===== config.mk =====
export PLATFORM = sky130hd
export DESIGN_NAME = cle_label_reader_flat
export DESIGN_NICKNAME = d
export VERILOG_FILES = /design/src/rtl/cle_label_reader_pkg.sv /design/src/rtl/cle_label_reader_if.sv /design/src/rtl/cle_label_reader_table.sv /design/src/rtl/cle_label_reader.sv /design/src/flat_wrapper.sv
export SDC_FILE = /design/constraint.sdc
export NUM_CORES = 1
export LEC_CHECK = 0
export CAP_MARGIN = 10
export CELL_PAD_IN_SITES_DETAIL_PLACEMENT = 1
export CELL_PAD_IN_SITES_GLOBAL_PLACEMENT = 2
export CORE_MARGIN = 4
export CORE_UTILIZATION = 38
export CTS_BUF_LIST = sky130_fd_sc_hd__clkbuf_8
export DETAILED_ROUTE_END_ITERATION = 16
export PLACE_DENSITY_LB_ADDON = 0.1
export SKIP_LAST_GASP = 1
export SYNTH_ARGS = -nofsm -noshare
export SYNTH_HDL_FRONTEND = slang
export SYNTH_SLANG_ARGS = --single-unit

===== constraint.sdc =====
create_clock -name clk -period 2.9 [get_ports clk]
set_clock_uncertainty 0.15 [all_clocks]
set_input_delay 0.58 -clock clk [delete_from_list [all_inputs] [get_ports clk]]
set_output_delay 0.58 -clock clk [all_outputs]
set_load 0.005 [all_outputs]

===== src/rtl/cle_label_reader_pkg.sv =====
// Shared types and constants for the component-label reader.
// Holds the image geometry, field widths, FSM state encoding, the per-object
// table entry struct and small coordinate min/max helpers.
package cle_pkg;

    localparam int IMG_W   = 32;
    localparam int ADDR_W  = 10;
    localparam int LABEL_W = 8;
    localparam int AREA_W  = 11;
    localparam int COORD_W = 5;
    localparam int MAX_OBJ = 8;
    localparam int CNT_W   = 4;
    localparam int IDX_W   = 3;
    localparam int NUM_PIX = IMG_W * IMG_W;

    typedef enum logic [1:0] {
        IDLE = 2'd0,
        SCAN = 2'd1,
        EMIT = 2'd2,
        FIN  = 2'd3
    } state_t;

    typedef struct packed {
        logic [LABEL_W-1:0] label;
        logic [AREA_W-1:0]  area;
        logic [COORD_W-1:0] row_min;
        logic [COORD_W-1:0] row_max;
        logic [COORD_W-1:0] col_min;
        logic [COORD_W-1:0] col_max;
        logic               vld;
    } obj_entry_t;

    function automatic logic [COORD_W-1:0] minCoord(input logic [COORD_W-1:0] a,
                                                    input logic [COORD_W-1:0] b);
        return (a < b) ? a : b;
    endfunction

    function automatic logic [COORD_W-1:0] maxCoord(input logic [COORD_W-1:0] a,
                                                    input logic [COORD_W-1:0] b);
        return (a > b) ? a : b;
    endfunction

endpackage


===== src/rtl/cle_label_reader_if.sv =====
// Bus bundle for the label reader: the read-only SRAM port plus the result
// valid/ready stream.
//   master : the reader (drives sram_a/wen/d and res_*, takes sram_q, res_ready)
//   slave  : the SRAM + result consumer side
interface cle_label_reader_if;
    import cle_pkg::*;

    logic [LABEL_W-1:0] sram_q;
    logic [ADDR_W-1:0]  sram_a;
    logic               sram_wen;
    logic [LABEL_W-1:0] sram_d;

    logic               res_valid;
    logic               res_ready;
    logic [LABEL_W-1:0] res_label;
    logic [AREA_W-1:0]  res_area;
    logic [COORD_W-1:0] res_row_min;
    logic [COORD_W-1:0] res_row_max;
    logic [COORD_W-1:0] res_col_min;
    logic [COORD_W-1:0] res_col_max;

    modport master (
        input  sram_q, res_ready,
        output sram_a, sram_wen, sram_d,
        output res_valid, res_label, res_area,
        output res_row_min, res_row_max, res_col_min, res_col_max
    );

    modport slave (
        output sram_q, res_ready,
        input  sram_a, sram_wen, sram_d,
        input  res_valid, res_label, res_area,
        input  res_row_min, res_row_max, res_col_min, res_col_max
    );

endinterface


===== src/rtl/cle_label_reader_table.sv =====
// Object table for the label reader: up to MAX_OBJ distinct nonzero labels,
// each with area and bounding box, kept in first-seen order.
//   clear           : wipe table, count and overflow (scan start)
//   pixVld/pixLabel : one SRAM pixel with its row/col
//   rdIdx/rdEntry   : read port used while streaming results
//   count/countNext : entries allocated now / after this cycle's pixel
//   overflow        : a new label arrived while the table was full
module cle_label_table
    import cle_pkg::*;
(
    input  logic               clk,
    input  logic               reset,
    input  logic               clear,
    input  logic               pixVld,
    input  logic [LABEL_W-1:0] pixLabel,
    input  logic [COORD_W-1:0] pixRow,
    input  logic [COORD_W-1:0] pixCol,
    input  logic [IDX_W-1:0]   rdIdx,
    output obj_entry_t         rdEntry,
    output logic [CNT_W-1:0]   count,
    output logic [CNT_W-1:0]   countNext,
    output logic               overflow
);

    obj_entry_t           table_q [MAX_OBJ];
    obj_entry_t           table_d [MAX_OBJ];
    logic [CNT_W-1:0]     count_q, count_d;
    logic                 overflow_q, overflow_d;
    logic [MAX_OBJ-1:0]   hit;
    logic                 anyHit;
    logic                 full;

    // Labels in the table are distinct, so at most one hit bit is ever set.
    always_comb begin
        hit = '0;
        for (int i = 0; i < MAX_OBJ; i++) begin
            hit[i] = table_q[i].vld && (table_q[i].label == pixLabel);
        end
    end

    assign anyHit = |hit;
    assign full   = (count_q == CNT_W'(MAX_OBJ));

    // Pixels arrive in raster order, so a hit never lowers row_min and the
    // latest row is always the new row_max.
    always_comb begin
        table_d    = table_q;
        count_d    = count_q;
        overflow_d = overflow_q;
        if (clear) begin
            for (int i = 0; i < MAX_OBJ; i++) begin
                table_d[i] = '0;
            end
            count_d    = '0;
            overflow_d = 1'b0;
        end else if (pixVld && (pixLabel != '0)) begin
            if (anyHit) begin
                for (int i = 0; i < MAX_OBJ; i++) begin
                    if (hit[i]) begin
                        table_d[i].area    = table_q[i].area + AREA_W'(1);
                        table_d[i].row_max = pixRow;
                        table_d[i].col_min = minCoord(table_q[i].col_min, pixCol);
                        table_d[i].col_max = maxCoord(table_q[i].col_max, pixCol);
                    end
                end
            end else if (full) begin
                overflow_d = 1'b1;
            end else begin
                for (int i = 0; i < MAX_OBJ; i++) begin
                    if (CNT_W'(i) == count_q) begin
                        table_d[i].label   = pixLabel;
                        table_d[i].area    = AREA_W'(1);
                        table_d[i].row_min = pixRow;
                        table_d[i].row_max = pixRow;
                        table_d[i].col_min = pixCol;
                        table_d[i].col_max = pixCol;
                        table_d[i].vld     = 1'b1;
                    end
                end
                count_d = count_q + CNT_W'(1);
            end
        end
    end

    always_ff @(posedge clk or negedge reset) begin
        if (!reset) begin
            for (int i = 0; i < MAX_OBJ; i++) begin
                table_q[i] <= '0;
            end
            count_q    <= '0;
            overflow_q <= 1'b0;
        end else begin
            table_q    <= table_d;
            count_q    <= count_d;
            overflow_q <= overflow_d;
        end
    end

    assign rdEntry   = table_q[rdIdx];
    assign count     = count_q;
    assign countNext = count_d;
    assign overflow  = overflow_q;

endmodule


===== src/rtl/cle_label_reader.sv =====
// Raster-scan reader of the 1024-entry label SRAM. On start it reads every
// address once, builds the object table, then streams one record per object
// over the valid/ready port and pulses done.
//   clk, reset (async, active-low)
//   start     : scan request, honoured only in IDLE
//   busy/done : busy from start acceptance through the done pulse
//   obj_count/overflow : table statistics from the last scan
//   bus       : SRAM read port and result stream (master side)
module cle_label_reader
    import cle_pkg::*;
(
    input  logic                  clk,
    input  logic                  reset,
    input  logic                  start,
    output logic                  busy,
    output logic                  done,
    output logic [CNT_W-1:0]      obj_count,
    output logic                  overflow,
    cle_label_reader_if.master    bus
);

    state_t              state_q, state_d;
    logic [ADDR_W-1:0]   addr_q, addr_d;
    logic                lastIssued_q, lastIssued_d;
    logic [IDX_W-1:0]    emitPtr_q, emitPtr_d;
    logic                p1Vld_q;
    logic [ADDR_W-1:0]   p1Addr_q;
    logic                issue;
    logic                clearTbl;
    logic                pixVld;
    obj_entry_t          rdEntry;
    logic [CNT_W-1:0]    tblCount, tblCountNext;
    logic                tblOverflow;
    logic                emitOn;

    assign issue  = (state_q == SCAN) && !lastIssued_q;
    assign pixVld = (state_q == SCAN) && p1Vld_q;

    cle_label_table u_table (
        .clk       (clk),
        .reset     (reset),
        .clear     (clearTbl),
        .pixVld    (pixVld),
        .pixLabel  (bus.sram_q),
        .pixRow    (p1Addr_q[ADDR_W-1:COORD_W]),
        .pixCol    (p1Addr_q[COORD_W-1:0]),
        .rdIdx     (emitPtr_q),
        .rdEntry   (rdEntry),
        .count     (tblCount),
        .countNext (tblCountNext),
        .overflow  (tblOverflow)
    );

    // The SRAM returns data one cycle after the address, so the issued
    // address is delayed one stage to tag the returning pixel.
    always_ff @(posedge clk or negedge reset) begin
        if (!reset) begin
            p1Vld_q  <= 1'b0;
            p1Addr_q <= '0;
        end else begin
            p1Vld_q  <= issue;
            p1Addr_q <= addr_q;
        end
    end

    // The scan ends when the pixel tagged with the last address is
    // processed; countNext includes that final pixel's allocation.
    always_comb begin
        state_d      = state_q;
        addr_d       = addr_q;
        lastIssued_d = lastIssued_q;
        emitPtr_d    = emitPtr_q;
        clearTbl     = 1'b0;
        case (state_q)
            IDLE: begin
                if (start) begin
                    clearTbl     = 1'b1;
                    addr_d       = '0;
                    lastIssued_d = 1'b0;
                    emitPtr_d    = '0;
                    state_d      = SCAN;
                end
            end
            SCAN: begin
                if (issue) begin
                    if (addr_q == ADDR_W'(NUM_PIX - 1)) begin
                        lastIssued_d = 1'b1;
                    end else begin
                        addr_d = addr_q + ADDR_W'(1);
                    end
                end
                if (p1Vld_q && (p1Addr_q == ADDR_W'(NUM_PIX - 1))) begin
                    state_d = (tblCountNext != '0) ? EMIT : FIN;
                end
            end
            EMIT: begin
                if (bus.res_ready) begin
                    if (CNT_W'(emitPtr_q) == tblCount - CNT_W'(1)) begin
                        state_d = FIN;
                    end else begin
                        emitPtr_d = emitPtr_q + IDX_W'(1);
                    end
                end
            end
            FIN: begin
                state_d = IDLE;
            end
            default: begin
                state_d = IDLE;
            end
        endcase
    end

    always_ff @(posedge clk or negedge reset) begin
        if (!reset) begin
            state_q      <= IDLE;
            addr_q       <= '0;
            lastIssued_q <= 1'b0;
            emitPtr_q    <= '0;
        end else begin
            state_q      <= state_d;
            addr_q       <= addr_d;
            lastIssued_q <= lastIssued_d;
            emitPtr_q    <= emitPtr_d;
        end
    end

    // Record fields are forced to zero outside EMIT so idle outputs stay quiet.
    assign emitOn          = (state_q == EMIT) && rdEntry.vld;
    assign bus.res_valid   = (state_q == EMIT);
    assign bus.res_label   = emitOn ? rdEntry.label   : '0;
    assign bus.res_area    = emitOn ? rdEntry.area    : '0;
    assign bus.res_row_min = emitOn ? rdEntry.row_min : '0;
    assign bus.res_row_max = emitOn ? rdEntry.row_max : '0;
    assign bus.res_col_min = emitOn ? rdEntry.col_min : '0;
    assign bus.res_col_max = emitOn ? rdEntry.col_max : '0;

    assign bus.sram_a   = addr_q;
    assign bus.sram_wen = 1'b1;
    assign bus.sram_d   = '0;

    assign busy      = (state_q != IDLE);
    assign done      = (state_q == FIN);
    assign obj_count = tblCount;
    assign overflow  = tblOverflow;

endmodule


===== src/flat_wrapper.sv =====
// flat-port wrapper written by rule: the top's interface ports become plain ports
module cle_label_reader_flat import cle_pkg::*;
  (clk, reset, start, busy, done, obj_count, overflow, bus_sram_q, bus_res_ready, bus_sram_a, bus_sram_wen, bus_sram_d, bus_res_valid, bus_res_label, bus_res_area, bus_res_row_min, bus_res_row_max, bus_res_col_min, bus_res_col_max);
  cle_label_reader_if bus_i ();
  input  logic clk;
  input  logic reset;
  input  logic start;
  output logic busy;
  output logic done;
  output logic [CNT_W-1:0] obj_count;
  output logic overflow;
  input wire logic [$bits(bus_i.sram_q)-1:0] bus_sram_q;
  input wire logic [$bits(bus_i.res_ready)-1:0] bus_res_ready;
  output wire logic [$bits(bus_i.sram_a)-1:0] bus_sram_a;
  output wire logic [$bits(bus_i.sram_wen)-1:0] bus_sram_wen;
  output wire logic [$bits(bus_i.sram_d)-1:0] bus_sram_d;
  output wire logic [$bits(bus_i.res_valid)-1:0] bus_res_valid;
  output wire logic [$bits(bus_i.res_label)-1:0] bus_res_label;
  output wire logic [$bits(bus_i.res_area)-1:0] bus_res_area;
  output wire logic [$bits(bus_i.res_row_min)-1:0] bus_res_row_min;
  output wire logic [$bits(bus_i.res_row_max)-1:0] bus_res_row_max;
  output wire logic [$bits(bus_i.res_col_min)-1:0] bus_res_col_min;
  output wire logic [$bits(bus_i.res_col_max)-1:0] bus_res_col_max;
  assign bus_i.sram_q = bus_sram_q;
  assign bus_i.res_ready = bus_res_ready;
  assign bus_sram_a = bus_i.sram_a;
  assign bus_sram_wen = bus_i.sram_wen;
  assign bus_sram_d = bus_i.sram_d;
  assign bus_res_valid = bus_i.res_valid;
  assign bus_res_label = bus_i.res_label;
  assign bus_res_area = bus_i.res_area;
  assign bus_res_row_min = bus_i.res_row_min;
  assign bus_res_row_max = bus_i.res_row_max;
  assign bus_res_col_min = bus_i.res_col_min;
  assign bus_res_col_max = bus_i.res_col_max;
  cle_label_reader u_core (.clk(clk), .reset(reset), .start(start), .busy(busy), .done(done), .obj_count(obj_count), .overflow(overflow), .bus(bus_i));
endmodule

Word level (Yosys, flattened, before mapping)
Index checks and enable logic that the tools add are counted.
{"block": "word_totals", "ram_bits": 0, "romBits": 0, "regBits": 352, "wordCells": 341, "output_inout_bits": 66, "latch_bits": 0, "n_memories": 0, "in_bits": 12}
{"block": "classes", "shift": 0, "n_mux": 113, "bitwise": 1, "n_reduce_logical": 77, "magnitude_cmp": 17, "multipliers": 0, "add_sub_neg": 12, "div": 0, "n_eq_ne": 57}
{"cell": "two-way mux 320 bit", "n": 3}
{"cell": "two-way mux 40 bit", "n": 10}
{"cell": "two-way mux 15 bit", "n": 16}
{"cell": "two-way mux 11 bit", "n": 17}
{"cell": "two-way mux 5 bit", "n": 28}
{"cell": "binary-select mux 40 bit (select 3 bit)", "n": 1}
{"cell": "adder 11 x 1 -> 11 bit (second input constant)", "n": 8}
{"cell": "AND reduction 4 bit", "n": 20}
{"cell": "AND reduction 5 bit", "n": 16}
{"cell": "!= test 3 x 2 -> 1 bit (second input constant)", "n": 25}
{"cell": "equality test 8 bit", "n": 8}
{"cell": "two-way mux 9 bit", "n": 7}
{"cell": "greater-than comparator 5 bit", "n": 8}
{"cell": "< comparator 5 bit", "n": 8}
{"cell": "two-way mux 10 bit", "n": 3}
{"cell": "nonzero test 2 bit", "n": 13}
{"cell": "nonzero test 3 bit", "n": 8}
{"cell": "equality test 10 bit (second input constant)", "n": 2}
{"cell": "one-hot mux 10 bit (2 select lines)", "n": 1}
{"cell": "equality test 3 x 4 -> 1 bit (first input constant)", "n": 4}
{"cell": "two-way mux 4 bit", "n": 4}
{"cell": "two-way mux 8 bit", "n": 2}
{"cell": "logical AND 1 bit", "n": 13}
{"cell": "!= test 2 bit (second input constant)", "n": 6}
{"cell": "26 further kinds", "n": 46}

Longest topological paths before layout
{"block": "depth", "ltp_word": 10, "ltp_mapped": 14, "mapped_depth_nobuf": 10}

Hierarchy
From an unflattened synthesis, not the netlist that was laid out.
{"block": "hier_totals", "cells_unflattened": 1965, "area_unflattened_um2": 20643.5}
{"module": "cle_label_table", "n_inst": 1, "seq_area_each_um2": 8132.8, "cells_per_inst": 1772, "area_each_um2": 18906.9}
{"module": "cle_label_reader", "n_inst": 1, "seq_area_each_um2": 675.6, "cells_per_inst": 193, "area_each_um2": 1736.7}

Worst setup path after synthesis
Ideal clock, no wire load.
{"block": "synth_path", "path_kind": "input -> register", "startpoint": "input port bus_sram_q[5]", "endpoint": "register u_core.u_table.table_q[1] (netlist bit)", "required_time_ns": 2.625, "path_slack_ns": -0.375, "stages": 12, "arrival_ns": 3.000, "setup_ns": 0.125, "path_buffers": 3, "cell_sequence": "buf_4 xnor2_1 nand3_1 nor3_1 or4_4 or3_1 buf_6 o21ai_4 buf_6 a21oi_1 a21oi_4 mux2_2"}
{"block": "synth_via", "elab_chain_len": 6, "elab_cells_between_ends": 28, "classes_between": "eq/ne: 11; mux: 3; reduce/logical: 14"}
{"item": "start, declared", "line_no": "flat_wrapper.sv:12", "rtl": "input wire logic [$bits(bus_i.sram_q)-1:0] bus_sram_q;"}
{"item": "equality test 8 bit", "line_no": "cle_label_reader_table.sv:37", "rtl": "hit[i] = table_q[i].vld && (table_q[i].label == pixLabel);"}
{"item": "logical AND 1 bit", "line_no": "cle_label_reader_table.sv:37"}
{"item": "OR reduction 8 bit", "line_no": "cle_label_reader_table.sv:41", "rtl": "assign anyHit = |hit;"}
{"item": "two-way mux 15 bit", "line_no": "cle_label_reader_table.sv:57", "rtl": "if (anyHit) begin"}
{"item": "two-way mux 320 bit", "line_no": "cle_label_reader_table.sv:56", "rtl": "end else if (pixVld && (pixLabel != '0)) begin"}
{"item": "two-way mux 320 bit", "line_no": "cle_label_reader_table.sv:50", "rtl": "if (clear) begin"}
{"item": "end signal, assigned", "line_no": "cle_label_reader_table.sv:93", "rtl": "table_q <= table_d;"}
{"item": "end, declared", "line_no": "cle_label_reader_table.sv:25", "rtl": "obj_entry_t table_q [MAX_OBJ];"}
Parallel ways exist; a longest one is shown, timed or not. The select of a mux whose other input is x is not followed.
A chain may end at the register's enable or synchronous reset.

Final worst setup path
{"block": "layout_path", "startpoint": "input port bus_sram_q[4]", "endpoint": "register u_core.u_table.table_q[48] (netlist bit)"}
The elaborated chain is that of the path after synthesis.

==> flow_metrics.env <==
export IMPL_grt_overflow_total=0
export IMPL_synth_xor_area_share_pct=3.388
export IMPL_p_leak_nw=12.68
export IMPL_cts_buffers_inserted=69
export IMPL_ioPinCount=78
export IMPL_clkTransAtPathRegs_ns=0.05
export IMPL_wirelength_um=75280
export IMPL_drcViolationCount=0
export IMPL_layoutNonFillerInstCount=3006
export IMPL_yosysSeqAreaShare_pct=44.25
export IMPL_setup_violations=350
export IMPL_cp_max_fo=7
export IMPL_cts_tree="built"
export IMPL_yosysTopAreaCell="dfrtp_1"
export IMPL_ys_warn_count=0
export IMPL_antenna_left=0
export IMPL_synth_top_family_by_area="multiplexers"
export IMPL_cts_root_buf="clkbuf_8"
export IMPL_hp_class="flip-flop to flip-flop"
export IMPL_status="complete, but fails checks"
export IMPL_rows=83
export IMPL_drtIter0Drc=878
export IMPL_hold_viol_final=0
export IMPL_critical_path_class="primary input to flip-flop"
export IMPL_peakVddDrop_uv=314.1
export IMPL_grt_start_max_net_pins=67
export IMPL_cp_start_kind="primary input"
export IMPL_htree_levels=3
export IMPL_synth_cells=1893
export IMPL_max_slew_margin_pct=46.27
export IMPL_clock_path_buffers=3
export IMPL_critPathArrivalTime_ns=3.76
export IMPL_drv_cap=0
export IMPL_ys_seq_elements=352
export IMPL_tightest_slew_ns=0.8029
export IMPL_fillCellCount=5295
export IMPL_synth_edf_count=0
export IMPL_die_y_um=236.9
export IMPL_avgRoutedWirePerCell_um=25.04
export IMPL_dp_worst_setup_slack_ns=-1.188
export IMPL_clock_latency_ns=0.65
export IMPL_syn_cell_area_um2=19910
export IMPL_antenna_found_initial=0
export IMPL_synthAdderAreaFrac_pct=5.720
export IMPL_tns_ns=-107.79
export IMPL_synth_compound_area_share_pct=11.77
export IMPL_place_inst=2771
export IMPL_die_area_um2=56110
export IMPL_area_growth_pct=43.84
export IMPL_numPortBuffers=68
export IMPL_start_util_pct=38.57
export IMPL_grt_total_usage_pct=25.24
export IMPL_rsz0062_at_grt="yes"
export IMPL_ys_types=61
export IMPL_place_gp_congestion=0.8353
export IMPL_fmax_mhz=295.1
export IMPL_end_kind="flip-flop"
export IMPL_final_net_count=2381
export IMPL_cts_num_sinks=352
export IMPL_fin_crit_ns=3.388
export IMPL_core_area_um2=51610
export IMPL_synth_flop_cell="dfrtp_1"
export IMPL_netlist_top_cells_area="dfrtp_1 44%, mux4_2 9.1%, ha_1 5.7%, o21ai_0 5.5%, mux2_2 5.1%"
export IMPL_period_share_pct=116.8
export IMPL_finalMaxSlewViolations=0
export IMPL_grt_pass1_wl_um=110700
export IMPL_dp_hpwl_um=47460
export IMPL_placed_area_um2=23320
export IMPL_multiInputGateArea_um2=12610
export IMPL_powerDensity_nw_per_um2=395.4
export IMPL_viasPerCell=5.711
export IMPL_drive_above_1_share_pct=43.14
export IMPL_synthMuxAreaShare_pct=17.02
export IMPL_avgSynthCellArea_um2=10.52
export IMPL_register_area_um2=8818
export IMPL_synth_simple_gate_area_share_pct=14.12
export IMPL_violations="setup timing"
export IMPL_whs_ns=0.3004
export IMPL_critPathRequiredTime_ns=3.28
export IMPL_grt_pass1_vias=18270
export IMPL_synthArstFlopShare_pct=100.0
export IMPL_drt_first_pass_iters=5
export IMPL_min_path_cells=0
export IMPL_synth_top_area_share_pct=44.25
export IMPL_num_vias=17170
export IMPL_design_area_um2=28630
export IMPL_die_x_um=236.9
export IMPL_setup_slack_ns=-0.4882
export IMPL_rr_worst_depth=12
[flip-flops by register name (all words and copies together), names as in the netlist]
register and cells:
u_core.bus.sram_a 10, u_core.emitPtr_q 3, u_core.p1Addr_q 10, u_core.u_table.table_q 320, u_core.p1Vld_q 1, u_core.state_q 2
u_core.u_table.overflow 1, u_core.u_table.count 4, u_core.lastIssued_q 1
[where the power goes]
part	switching (mW)	total [mW]	internal, mW
logic	0.731	1.34	0.610
registers	0.0418	4.97	4.93
clock network	2.27	5.00	2.73
[routing by layer]
metal	vias up	part of all wire [%]	GRT usage, %
met5	-	0	0
met1	9005	44	34.57
met2	399	49	41.06
met4	0	3.5	7.431
met3	136	4.2	4.775
li1	7627	-	-
[cells in the final DEF (no fill, tap or decap), types with 22 or more instances in the layout]
cell / n
o21ai_2: 70
buf_4: 181
and3_1: 32
nor2_1: 58
nand2_1: 176
mux4_2: 80
clkdlybuf4s50_1: 23
buf_2: 29
o21ai_0: 103
inv_1: 56
xnor2_1: 61
mux2i_1: 23
o21ai_1: 45
a21oi_1: 51
nand4_1: 22
buf_12: 74
buf_6: 67
a21oi_2: 30
ha_1: 91
nor2_4: 23
nand2_2: 28
nand3_1: 56
nand2b_1: 36
mux2_4: 82
clkbuf_8: 82
nand2_4: 26
dfrtp_1: 348
[cell type report]
| class | count | share of cell area [%] |
|---|---|---|
| multi-input combinational | 1397 | 44.05 |
| sequential | 352 | 30.80 |
| timing repair buffer | 426 | 17.04 |
| clock buffer | 82 | 3.942 |
| tap | 680 | 2.972 |
| clock inverter | 36 | 0.7429 |
| inverter | 32 | 0.4457 |
| antenna | 1 | 0.008740 |
[Yosys cell counts, types with 2 or more instances]
cell / n
or3_1: 33
ha_1: 91
buf_1: 19
a211oi_1: 2
o21ai_0: 217
o21a_1: 12
buf_4: 22
or4_1: 16
xor2_1: 9
a21o_1: 7
buf_6: 9
a21oi_1: 98
mux2_4: 5
or2_2: 7
a311oi_1: 8
o41ai_1: 5
o311ai_0: 2
mux2_1: 5
nand3_1: 58
a21oi_4: 2
nand2b_1: 36
nor2b_1: 20
nor4_1: 4
buf_2: 11
o31ai_1: 22
conb_1: 2
xnor2_1: 68
nor2_2: 2
and3_1: 33
o21ai_1: 7
inv_1: 32
nand4_1: 22
clkbuf_1: 59
mux2i_1: 43
nor2_1: 88
a31oi_1: 14
nor3_1: 9
dfrtp_1: 352
nand2_1: 231
mux2_2: 91
a21o_2: 5
mux4_2: 80
and2_1: 17
[worst max-delay path: stages]
cell             delay, ns
clkdlybuf4s50_1       0.42
buf_6                 0.15
buf_4                 0.15
xnor2_4               0.12
nand4_1               0.14
nor3_2                0.09
or4_4                 0.46
or3_4                 0.38
o21ai_4               0.32
buf_6                 0.15
a21o_4                0.20
buf_12                0.13
a21oi_4               0.04
buf_12                0.15
mux2_4                0.29
[metrics by stage]
stage,util [%],power [mW]
floorplan,-,5.714
global placement,45.18,6.205
detailed placement,45.18,6.216
CTS,51.92,11.39
global route,55.47,11.77
finish,55.47,11.32
[timing repair]
action	in CTS	in global routing
hold buffers	1	0
pin swaps	126	150
gates cloned	18	13
endpoints found under the hold margin	56	0
resized for setup	435	448
setup endpoints to repair	346	360
setup buffers	70	38
[kinds of logic after synthesis]
| logic type | after synthesis |
|---|---|
| simple gates | 583 |
| other cells | 2 |
| fa+ha+maj | 91 |
| compound gates | 412 |
| mux | 224 |
| flops | 352 |
| xor+xnor | 77 |
| buf+inv | 152 |
[final timing paths]
check                                      startpoint                           to  slack, ns
setup reg to reg           u_core.u_table.table_q[32]   u_core.u_table.table_q[48]      -0.42
setup / recovery                        bus_sram_q[4]   u_core.u_table.table_q[48]      -0.49
min in group asynchronous                       reset  u_core.u_table.table_q[301]       0.37
hold / removal                   u_core.bus.sram_a[8]           u_core.p1Addr_q[8]       0.30
hold reg to reg                  u_core.bus.sram_a[8]           u_core.p1Addr_q[8]       0.30
max in group asynchronous                       reset  u_core.u_table.table_q[295]       1.43
(Power assumes the default switching activity.)
